**src/rtl/regfile_bcd.sv**
```systemverilog
// Register file with two combinational read ports, one write port, optional write-to-read
// bypass, and a sequential double-dabble converter showing the last write. Macro: REGFILE_ZERO_REG_EN.
module regfile_bcd #(
  parameter  int WIDTH  = 8,
  parameter  int DEPTH  = 4,
  parameter  int DIGITS = 3,
  parameter  int BYPASS = 1,
  localparam int ADDR_W = $clog2(DEPTH)
) (
  input  logic                  clk,
  input  logic                  reset,
  input  logic [ADDR_W-1:0]     ReadReg1,
  input  logic [ADDR_W-1:0]     ReadReg2,
  input  logic [ADDR_W-1:0]     WriteReg,
  input  logic [WIDTH-1:0]      WriteData,
  input  logic                  RegWrite,
  output logic [WIDTH-1:0]      ReadData1,
  output logic [WIDTH-1:0]      ReadData2,
  output logic [4*DIGITS-1:0]   BCD,
  output logic                  BCDValid,
  output logic                  BCDBusy
);

  localparam int SR_W  = 4*DIGITS + WIDTH;
  localparam int CNT_W = $clog2(WIDTH+1);

  typedef enum logic [1:0] {S_IDLE, S_SHIFT, S_DONE} state_e;

  state_e                state_q, state_d;
  logic [WIDTH-1:0]      regs_q [DEPTH];
  logic [SR_W-1:0]       shift_q, shift_d;
  logic [CNT_W-1:0]      count_q, count_d;
  logic                  pend_q, pend_d;
  logic [WIDTH-1:0]      pval_q, pval_d;
  logic [4*DIGITS-1:0]   bcd_q, bcd_d;
  logic                  valid_q, valid_d;
  logic                  wr_acc;

`ifdef REGFILE_ZERO_REG_EN
  assign wr_acc = RegWrite && !reset && (WriteReg != '0);
`else
  assign wr_acc = RegWrite && !reset;
`endif

  // NOTE: the array is reset explicitly because the register file must read 0 after reset;
  // a memory without that requirement would be left unreset so it can map to RAM.
  always_ff @(posedge clk) begin
    if (reset) begin
      for (int i = 0; i < DEPTH; i++) regs_q[i] <= '0;
    end else if (wr_acc) begin
      regs_q[WriteReg] <= WriteData;
    end
  end

  function automatic logic [WIDTH-1:0] read_port(input logic [ADDR_W-1:0] addr);
    logic [WIDTH-1:0] r;
    r = regs_q[addr];
    if (BYPASS != 0 && RegWrite && addr == WriteReg) r = WriteData;
`ifdef REGFILE_ZERO_REG_EN
    if (addr == '0) r = '0;
`endif
    return r;
  endfunction

  assign ReadData1 = read_port(ReadReg1);
  assign ReadData2 = read_port(ReadReg2);

  // One double-dabble step: correct every BCD digit >= 5, then shift the whole register left.
  function automatic logic [SR_W-1:0] dabble(input logic [SR_W-1:0] sr);
    logic [SR_W-1:0] t;
    t = sr;
    for (int d = 0; d < DIGITS; d++) begin
      if (t[WIDTH+4*d +: 4] >= 4'd5) t[WIDTH+4*d +: 4] = t[WIDTH+4*d +: 4] + 4'd3;
    end
    return t << 1;
  endfunction

  always_ff @(posedge clk) begin
    if (reset) state_q <= S_IDLE;
    else       state_q <= state_d;
  end

  always_comb begin
    state_d = state_q;
    unique case (state_q)
      S_IDLE:  if (wr_acc || pend_q) state_d = S_SHIFT;
      S_SHIFT: if (count_q == CNT_W'(1)) state_d = S_DONE;
      S_DONE:  state_d = S_IDLE;
      default: state_d = S_IDLE;
    endcase
  end

  // NOTE: every comb output gets a default first so no path leaves it unassigned (no latches).
  always_comb begin
    shift_d = shift_q;
    count_d = count_q;
    pend_d  = pend_q;
    pval_d  = pval_q;
    bcd_d   = bcd_q;
    valid_d = valid_q;
    unique case (state_q)
      S_IDLE: begin
        if (wr_acc) begin
          shift_d = {{(4*DIGITS){1'b0}}, WriteData};
          count_d = CNT_W'(WIDTH);
          pend_d  = 1'b0;
        end else if (pend_q) begin
          shift_d = {{(4*DIGITS){1'b0}}, pval_q};
          count_d = CNT_W'(WIDTH);
          pend_d  = 1'b0;
        end
      end
      S_SHIFT: begin
        shift_d = dabble(shift_q);
        count_d = count_q - CNT_W'(1);
      end
      S_DONE: begin
        bcd_d   = shift_q[SR_W-1 -: 4*DIGITS];
        valid_d = ~(pend_q | wr_acc);
      end
      default: ;
    endcase
    if (wr_acc && state_q != S_IDLE) begin
      pend_d = 1'b1;
      pval_d = WriteData;
    end
    if (wr_acc) valid_d = 1'b0;
  end

  // NOTE: sequential state uses non-blocking assignments so all registers update together.
  always_ff @(posedge clk) begin
    if (reset) begin
      shift_q <= '0;
      count_q <= '0;
      pend_q  <= 1'b0;
      pval_q  <= '0;
      bcd_q   <= '0;
      valid_q <= 1'b0;
    end else begin
      shift_q <= shift_d;
      count_q <= count_d;
      pend_q  <= pend_d;
      pval_q  <= pval_d;
      bcd_q   <= bcd_d;
      valid_q <= valid_d;
    end
  end

  always_comb begin
    BCD      = bcd_q;
    BCDValid = valid_q;
    BCDBusy  = (state_q != S_IDLE);
  end

endmodule

```
**config.mk**
```make
export PLATFORM = sky130hd
export DESIGN_NAME = regfile_bcd
export DESIGN_NICKNAME = d
export VERILOG_FILES = /design/src/rtl/regfile_bcd.sv
export SDC_FILE = /design/constraint.sdc
export NUM_CORES = 1
export LEC_CHECK = 0
export ABC_AREA = 0
export CAP_MARGIN = 20
export CORE_UTILIZATION = 50
export CTS_CLUSTER_SIZE = 40
export DETAILED_ROUTE_END_ITERATION = 8
export PLACE_DENSITY = 0.71
export SYNTH_ARGS = -nofsm -noshare
export SYNTH_HDL_FRONTEND = slang
export SYNTH_SLANG_ARGS = --single-unit
export TNS_END_PERCENT = 100
```
**constraint.sdc**
```tcl
create_clock -name clk -period 4.12 [get_ports clk]
set_input_delay 0.824 -clock clk [delete_from_list [all_inputs] [get_ports clk]]
set_output_delay 0.824 -clock clk [all_outputs]
set_load 0.005 [all_outputs]
```
==> metrics.cfg <==
[die]
die-area_um2=8300
die_h_um=91.1
start_util_pct=51.6
fp-row-count=32
pin_count=47
core_area_um2=7690
die_x_um=91.1

[grt]
grt.total_usage_pct=21.3
grt_first_pass_wirelength_um=13800
grt_pass1_vias=2844
grt_max_degree=51
grt_overflow=0
antenna_found_initial=0

[sta]
fmax_mhz=278
slew_violations=0
tightest_slew_ps=925
setup_viol=0
finalHoldViolations=0
skew_ps=9.16
rsz0062_at_grt=no
holdWs_ps=458
fin_crit_sh_pct=87.3
tns_ps=0
slew_headroom_pct=38.1
post-route-min-period_ps=3600

[synth]
synth_top_cell_area_share_pct=24.2
synth_edf_count=32
synthTopCellsByArea=dfxtp_1 24%, edfxtp_1 24%, mux4_2 9.1%, and2_1 4.7%, mux2_2 4.5%
ys_ff_latch=80
synth_top_area_cell=dfxtp_1
synth_cell_type_count=44
syn_area_um2=3970
synth_nets=395
synthCells=370
synth_ff_type=dfxtp_1
ys_seq_area_share_pct=48.4
synth_warnings=0
synthArstFlopShare_pct=0
avgSynthCellArea_um2=10.7

[cts]
clk_root_buffer_cell=clkbuf_8
cts.sinks=80
cts_max_path_buffers=2
path_clk_slew_ps=70
cts_tree=done
cts_setup_buffers=0
post_cts_resized=0
htreeDepth=3
numCtsBuffers=9
hold_buffers=0
clkLatencyLatePin_ps=350

[finish]
fill_cells=648
postLayoutCoreUtil_pct=61.2
fin_nets=443
drive_above_1_share_pct=15.4
multi_input_area_um2=1890
seq_area_um2=1920
fin_area_um2=4710
antennaDiodeCount=0
syn2layout_area_growth_pct=18.6

[pwr]
p_leak_nw=1.69
p_total_mw=1.77
p_sw_uw=450
power-per-cell-area_nw_per_um2=376
seq_power_share_pct=51.5
internal_power_mw=1.32
power_frac_clock_pct=30.4
vdd_drop_max_v=0.000175
swShare_pct=25.4
combPwrFrac_pct=18.1

[detailed_routing]
via_per_inst=5.46
top_layer=met4
ant_nets=0
drc=0
dr_wl_met2_um=4050
wirelength_um=8170
drt-pass1-iter-count=4
drt_iter0_drc=143
drt-wirelength-per-cell_um=15.6
vias=2869
m1WireLength_um=3770
route.met3.wl_um=231

[worst_setup_path]
cp_max_fo=8
path_class=in2out
crit_chain=clkdlybuf4s50_1, xnor2_1, nand3_2, mux2_2, clkdlybuf4s50_1
crit_top_cell=clkdlybuf4s50_1
crit_path_top_delay_cell=clkdlybuf4s50_1
cp_data_arrival_time_ps=2770
max_stage_delay_ps=620
cp.required_ps=3300
start_kind=primary input
endpoint_kind=output port

[run]
maxCapViolCount=0

[placement]
post_dp_cell_area_um2=4530
port_buffers=46
post-dp-hpwl_um=5740
routabilityCongestion=0.818

[hold_path]
holdCritPathClass=reg2reg

[status]
status=finished clean

==> critical path: cells and delay by family <==
| kind | cells | cell delay, ps |
|---|---|---|
| muxes | 1 | 300 |
| buffers and inverters | 2 | 1110 |
| and+or+nand+nor | 1 | 250 |
| xor gates and xnor gates | 1 | 280 |
==> Yosys cell counts (2+ instances only) <==
library cell and n:
dfxtp_1 48, o21ai_0 18, nand3_1 3, edfxtp_1 32
nand2_1 43, a211oi_1 4, mux4_2 16, inv_1 13
nor3_1 5, clkbuf_1 4, buf_4 4, mux2_2 16
nor2b_1 3, nor3b_1 4, nor2_1 18, nand2b_1 13
nand3_2 2, nand3b_1 4, o41ai_1 4, mux2i_1 4
ha_1 8, or2_2 3, a21oi_1 30, a211o_1 3
xnor2_1 8, and2_1 30, buf_2 9, a22o_1 3
o21ai_1 2, or3_1 2
==> stage by stage <==
stage,worst slack [ps],std cells
floorplan,1440,370
global placement,514,509
detailed placement,526,509
CTS,498,525
global route,416,525
finish,523,525
==> kinds of logic (layout without fill, tap and decap cells) <==
group           after synthesis  after routing  share of synthesized area [%]
flops                        80             80                           48.4
xor+xnor                      9              9                           1.99
mux                          36             36                           14.6
simple gates                135            135                           18.0
fa+ha+maj                     8              8                           2.52
buf+inv                      32             85                           3.91
compound gates               70             70                           10.5
==> power groups by stage <==
stage	combinational [mW]	clock (mW)	sequential [mW]
after floorplan	0.217	0	0.916
after global placement	0.316	0	0.925
after detailed placement	0.321	0	0.930
after CTS	0.323	0.555	0.911
after global routing	0.354	0.582	0.919
final	0.320	0.539	0.912
==> layout by cell type (no fill, tap or decap), drive strengths merged, types with 6 or more instances in the layout <==
master / count
a21oi: 31
xnor2: 8
inv: 13
edfxtp: 32
mux4: 16
and2: 30
nand2: 43
dfxtp: 48
nor3: 6
clkbuf: 11
nor2: 18
buf: 10
mux2: 16
o21ai: 20
nand2b: 14
ha: 8
clkdlybuf4s50: 46
==> path summary, 6_finish.rpt <==
path	from	end	slack, ps	cells past startpoint
max	ReadReg2[1]	ReadData2[0]	520	5
max reg2reg	state_q[1]	BCDValid	2330	4
min reg2reg	BCD[2]	BCD[2]	460	2
min	BCD[2]	BCD[2]	460	2
==> cell type report <==
cell class | instances | area share [%]
clock buffers | 11 | 2.79
multi-input cells | 258 | 40.2
clock inverters | 5 | 1.04
well taps | 102 | 2.71
flip-flops and latches | 80 | 40.8
repair buffers | 56 | 11.4
inverters | 13 | 1.04
==> sequential cells by signal, indices dropped and copies added, names as in the netlist <==
name / cells
state_q: 2
pval_q: 8
shift_q: 20
BCDValid: 1
regs_q: 32
pend_q: 1
count_q: 4
BCD: 12
==> metal layers <==
layer	vias to the layer above	global-route usage, %
met1	1398	26.8
met4	0	10.4
met2	51	36.3
met3	10	2.60
met5	-	0
li1	1410	-
Power figures use the tool's default switching activity.
==> RTL change 1 (same flow settings) <==
Re-encode `state_e` (3 states) as one-hot, 3 bits wide.
--- a/src/rtl/regfile_bcd.sv
+++ b/src/rtl/regfile_bcd.sv
@@ -25,5 +25,5 @@
   localparam int CNT_W = $clog2(WIDTH+1);
 
-  typedef enum logic [1:0] {S_IDLE, S_SHIFT, S_DONE} state_e;
+  typedef enum logic [2:0] {S_IDLE = 3'b001, S_SHIFT = 3'b010, S_DONE = 3'b100} state_e;
 
   state_e                state_q, state_d;
Formal check against the unedited RTL: same outputs for any inputs over 10 cycles, from zero or initial values and one cycle with reset high; not proved beyond that.
==> RTL change 1 against the unedited design <==
Wire length increased by 0.20%; power down 0.66%; global-route usage grew 0.25 points; setup slack got worse by 36 ps; hold slack lost 3.2 ps; sequential cell count is 1 higher; count of clock-buffer cells in the layout is 2 lower; design area increased by 1.7%; synthesized area grew 0.41%; cell count up 0.19%; critical path type unchanged; largest power group unchanged; highest routed layer unchanged.
==> RTL change 1: results <==
group,metric,value,unit
outcome,status,"finished clean",
yosys,synth_common_cells,"nand2_1, dfxtp_1, and2_1",
route,post_drt_wl_per_cell,15.6,um
final_layout,drive_gt1_frac,0.149,
route,wl_met3,335,um
worst_setup_path,worstPathMaxFanout,9,
global_route,grt_util_all_layers,0.215,
pwr,cellLeakagePower,1.74,nW
place,place_ws,494,ps
global_route,use_met1,0.285,
sta,worst-slew-pin-transition,924,ps
global_route,grt_max_degree,17,
sta,period_needed,3630,ps
place,dpl.hpwl,5980,um
sta,clock_skew,10.3,ps
place,placedCellCount,510,
final_layout,largest_reg_flops,32,
route,wl,8190,um
worst_setup_path,crit_arrival,2810,ps
worst_setup_path,r2r_cells,3,
global_route,grt_pass1_wl,14000,um
worst_hold_path,hold_depth,2,
yosys,ys_types,37,
sta,hold-worst-slack,455,ps
place,postPlaceCellArea,0.00457,mm2
global_route,grt_pass1_vias,2890,
yosys,yosysSeqAreaShare,0.487,
worst_setup_path,r2r_start,"state_q[2]$_SDFFE_PP0P_",
worst_setup_path,r2r_setup_slack,2240,ps
global_route,grt_util_met2,0.352,
route,viasPerCell,5.57,
route,met2_length,3870,um
global_route,met3_usage,0.0310,
route,drtIter0Drc,158,
pwr,peakVddDrop,0.000202,V
yosys,async_reset_ff_frac,0,
worst_setup_path,r2r_end,"pval_q[1]$_SDFFE_PP0P_",
route,wirelength_met1,3840,um
worst_setup_path,crit_path_max_incr_delay,460,ps
place,place_congestion,0.817,
global_route,antenna_found_initial,0,
final_layout,nets,444,
worst_hold_path,hold_start,"BCD[2]$_SDFFE_PP0N_",
RTL change 1: cell types whose count changed after synthesis, moves of 4 or more:
cell	before	now
nor2_1	18	5
nand2_1	43	51
o22ai_1	0	7
o2bb2ai_1	0	7
a21o_1	1	7
a21oi_1	30	24
nand2b_1	13	7
a211oi_1	4	0
and3_1	0	4
buf_4	4	0
nand3b_1	4	0
o41ai_1	4	0
RTL change 1: worst max path at each step:
stage	from	depth (start not counted)	end	slack (ps)
after floorplan	ReadReg2[0]	3	ReadData2[0]	1440
after global placement	ReadReg2[0]	6	ReadData2[2]	500
after detailed placement	ReadReg2[0]	6	ReadData2[2]	490
after CTS	ReadReg2[0]	6	ReadData2[2]	470
after global routing	ReadReg1[0]	6	ReadData1[3]	350
final	ReadReg2[0]	6	ReadData2[2]	490
RTL change 1: area by class of cell:
class	count	area, um2
multi-input combinational	259	1910
sequential	81	1940
clock buffer	9	124
clock inverter	7	93.8
inverter	11	41.3
tap	102	128
timing repair buffer	57	543
fill	626	2940
RTL change 1: report_power, final:
part           total, mW  internal [mW]  switching [mW]
logic              0.234          0.135          0.0993
clock network      0.632          0.341           0.290
registers          0.893          0.870          0.0229
total               1.76           1.35           0.413
RTL change 1: kinds of logic after synthesis:
logic type,count (synthesis),synth area share
adder cells (fa/ha/maj),8,0.0251
AO/OA/AOI/OAI,77,0.119
multiplexers,35,0.143
XOR/XNOR,12,0.0264
flip-flops,81,0.487
buffers and inverters,30,0.0323
AND/OR/NAND/NOR,127,0.167
RTL change 1: worst reg2reg max path: stages (launching register included):
cell and delay, ps:
dfxtp_1 570, nor3b_1 190, nor2_1 750, o21ai_0 220
==> RTL change 2 (same flow settings) <==
Made on the original files. `BYPASS`: 1 -> 0.
--- a/src/rtl/regfile_bcd.sv
+++ b/src/rtl/regfile_bcd.sv
@@ -5,5 +5,5 @@
   parameter  int DEPTH  = 4,
   parameter  int DIGITS = 3,
-  parameter  int BYPASS = 1,
+  parameter  int BYPASS = 0,
   localparam int ADDR_W = $clog2(DEPTH)
 ) (
Formal check against the unedited RTL: not equivalent (a bounded check fails within 4 cycles, from zero or initial values and one cycle with reset high).
==> RTL change 2 against the unedited design <==
Setup slack improved by 83 ps; power decreased by 2.8%; clock power increased by 16%; design area decreased by 3.9%; count of clock-buffer cells in the layout is 1 lower; wire length down 9.2%; sequential cell count is the same; synthesized area shrank 5.0%; critical path type unchanged; critical endpoint is now ReadData1[3].
==> RTL change 2: results <==
group,metric,value,unit
outcome,status,"finished clean",
worst_setup_path,crit_arrival,2690,ps
final_layout,num-fill-cells,612,
sta,final_max_slew_viol_count,0,
clock_tree,numCtsBuffers,9,
yosys,post-synth-top-count-cell,"dfxtp_1",
final_layout,drive_gt1_frac,0.132,
global_route,antenna_found_initial,0,
worst_setup_path,crit_end,"ReadData1[3]",
route,post_drt_wl_per_cell,15.3,um
place,port_buffers,46,
place,place_congestion,0.795,
yosys,yosys_warnings,0,
worst_setup_path,startpoint,"ReadReg1[0]",
worst_setup_path,crit_path_max_incr_delay,820,ps
route,vias,2630,
yosys,synth_area_leaders,"dfxtp_1, edfxtp_1, mux4_2, and2_1, nand2_1",
final_layout,nets,406,
clock_tree,cts.path.max_buffers,2,
worst_setup_path,r2r_end,"BCDValid$_SDFFE_PP0N_",
worst_setup_path,r2r_setup_slack,2280,ps
pwr,p_int,1.30,mW
worst_setup_path,crit_slowest_cell,"clkdlybuf4s50_1",
clock_tree,cts_root_buffer,"clkbuf_8",
floorplan,start_util,0.520,
global_route,grt_max_degree,41,
yosys,yosysSeqAreaShare,0.510,
sta,relSlewSlack,0.376,
global_route,grt_pass1_wl,11800,um
place,dpl.hpwl,5290,um
clock_tree,htreeDepth,3,
clock_tree,clk_pin_slew_worst_paths,90,ps
route,drtIter0Drc,181,
pwr,cellLeakagePower,1.72,nW
sta,clock_skew,7.13,ps
pwr,peakVddDrop,0.000256,V
worst_setup_path,r2r_start,"state_q[1]$_SDFFE_PP0P_",
place,postPlaceCellArea,0.00430,mm2
yosys,synth_common_cells,"dfxtp_1, nand2_1, and2_1, edfxtp_1, a21oi_1",
global_route,grt_util_all_layers,0.203,
global_route,grt_pass1_vias,2372,
route,first_pass_iters,4,
yosys,synth_fp_nets,362,
==> RTL change 2: changes by cell type after synthesis, sizes merged, moves of 5 or more <==
cell,before,now
a21o,1,10
a21oi,31,19
nor2,18,13
mux2i,4,13
a221oi,0,7
mux2,16,0
==> RTL change 2: kinds of logic (layout without fill, tap and decap cells) <==
| kind of cell | count (synthesis) | in the layout | synth area share |
|---|---|---|---|
| compound gates | 66 | 66 | 0.118 |
| xor+xnor | 7 | 7 | 0.0163 |
| fa+ha+maj | 8 | 8 | 0.0265 |
| buf+inv | 30 | 79 | 0.0382 |
| flops | 80 | 80 | 0.510 |
| mux | 29 | 29 | 0.130 |
| simple gates | 117 | 117 | 0.161 |
==> RTL change 2: worst min-delay path by stage <==
stage / end / slack (ps) / from
floorplan: shift_q[0]$_SDFFE_PP0P_ / 420 / shift_q[0]$_SDFFE_PP0P_
global placement: shift_q[5]$_SDFFE_PP0P_ / 440 / shift_q[5]$_SDFFE_PP0P_
detailed placement: shift_q[7]$_SDFFE_PP0P_ / 450 / shift_q[7]$_SDFFE_PP0P_
CTS: BCD[9]$_SDFFE_PP0N_ / 460 / BCD[9]$_SDFFE_PP0N_
global route: shift_q[6]$_SDFFE_PP0P_ / 480 / shift_q[6]$_SDFFE_PP0P_
finish: BCD[9]$_SDFFE_PP0N_ / 460 / BCD[9]$_SDFFE_PP0N_
==> RTL change 2: critical path, delay by kind of cell <==
family | cells | cell delay, ps
multiplexers | 1 | 580
buffers and inverters | 2 | 1280
==> RTL change 2: area by class of cell <==
cell class                      instances  area [um2]  area share
Timing Repair Buffer                   53         513       0.113
Clock buffer                           10         149      0.0329
Inverter                               10        37.5     0.00830
Tap cell                               99         124      0.0274
Clock inverter                          6        71.3      0.0158
Multi-Input combinational cell        227        1710       0.377
Sequential cell                        80        1920       0.425
==> RTL change 2: layer usage <==
metal / vias to the layer above / GRT usage / part of all wire
met1: 1284 / 0.276 / 0.47
met2: 48 / 0.324 / 0.48
met3: 7 / 0.0429 / 0.038
li1: 1291 / - / -
met4: 0 / 0.0704 / 0.0096
met5: - / 0 / 0
==> RTL change 2: per-stage QoR <==
| step | std cells | utilization | setup slack [ps] |
|---|---|---|---|
| after detailed placement | 469 | 0.593 | 592 |
| after floorplan | 337 | - | 1710 |
| after CTS | 485 | 0.623 | 588 |
| after global routing | 485 | 0.623 | 507 |
| after global placement | 469 | 0.593 | 619 |
| final | 485 | 0.623 | 606 |
==> RTL change 2: power by group through the flow <==
stage	sequential [mW]	clock [mW]	combinational [mW]
final	0.887	0.623	0.212
after global placement	0.902	0	0.209
after floorplan	0.895	0	0.133
after detailed placement	0.905	0	0.212
after global routing	0.892	0.669	0.231
after CTS	0.887	0.636	0.214
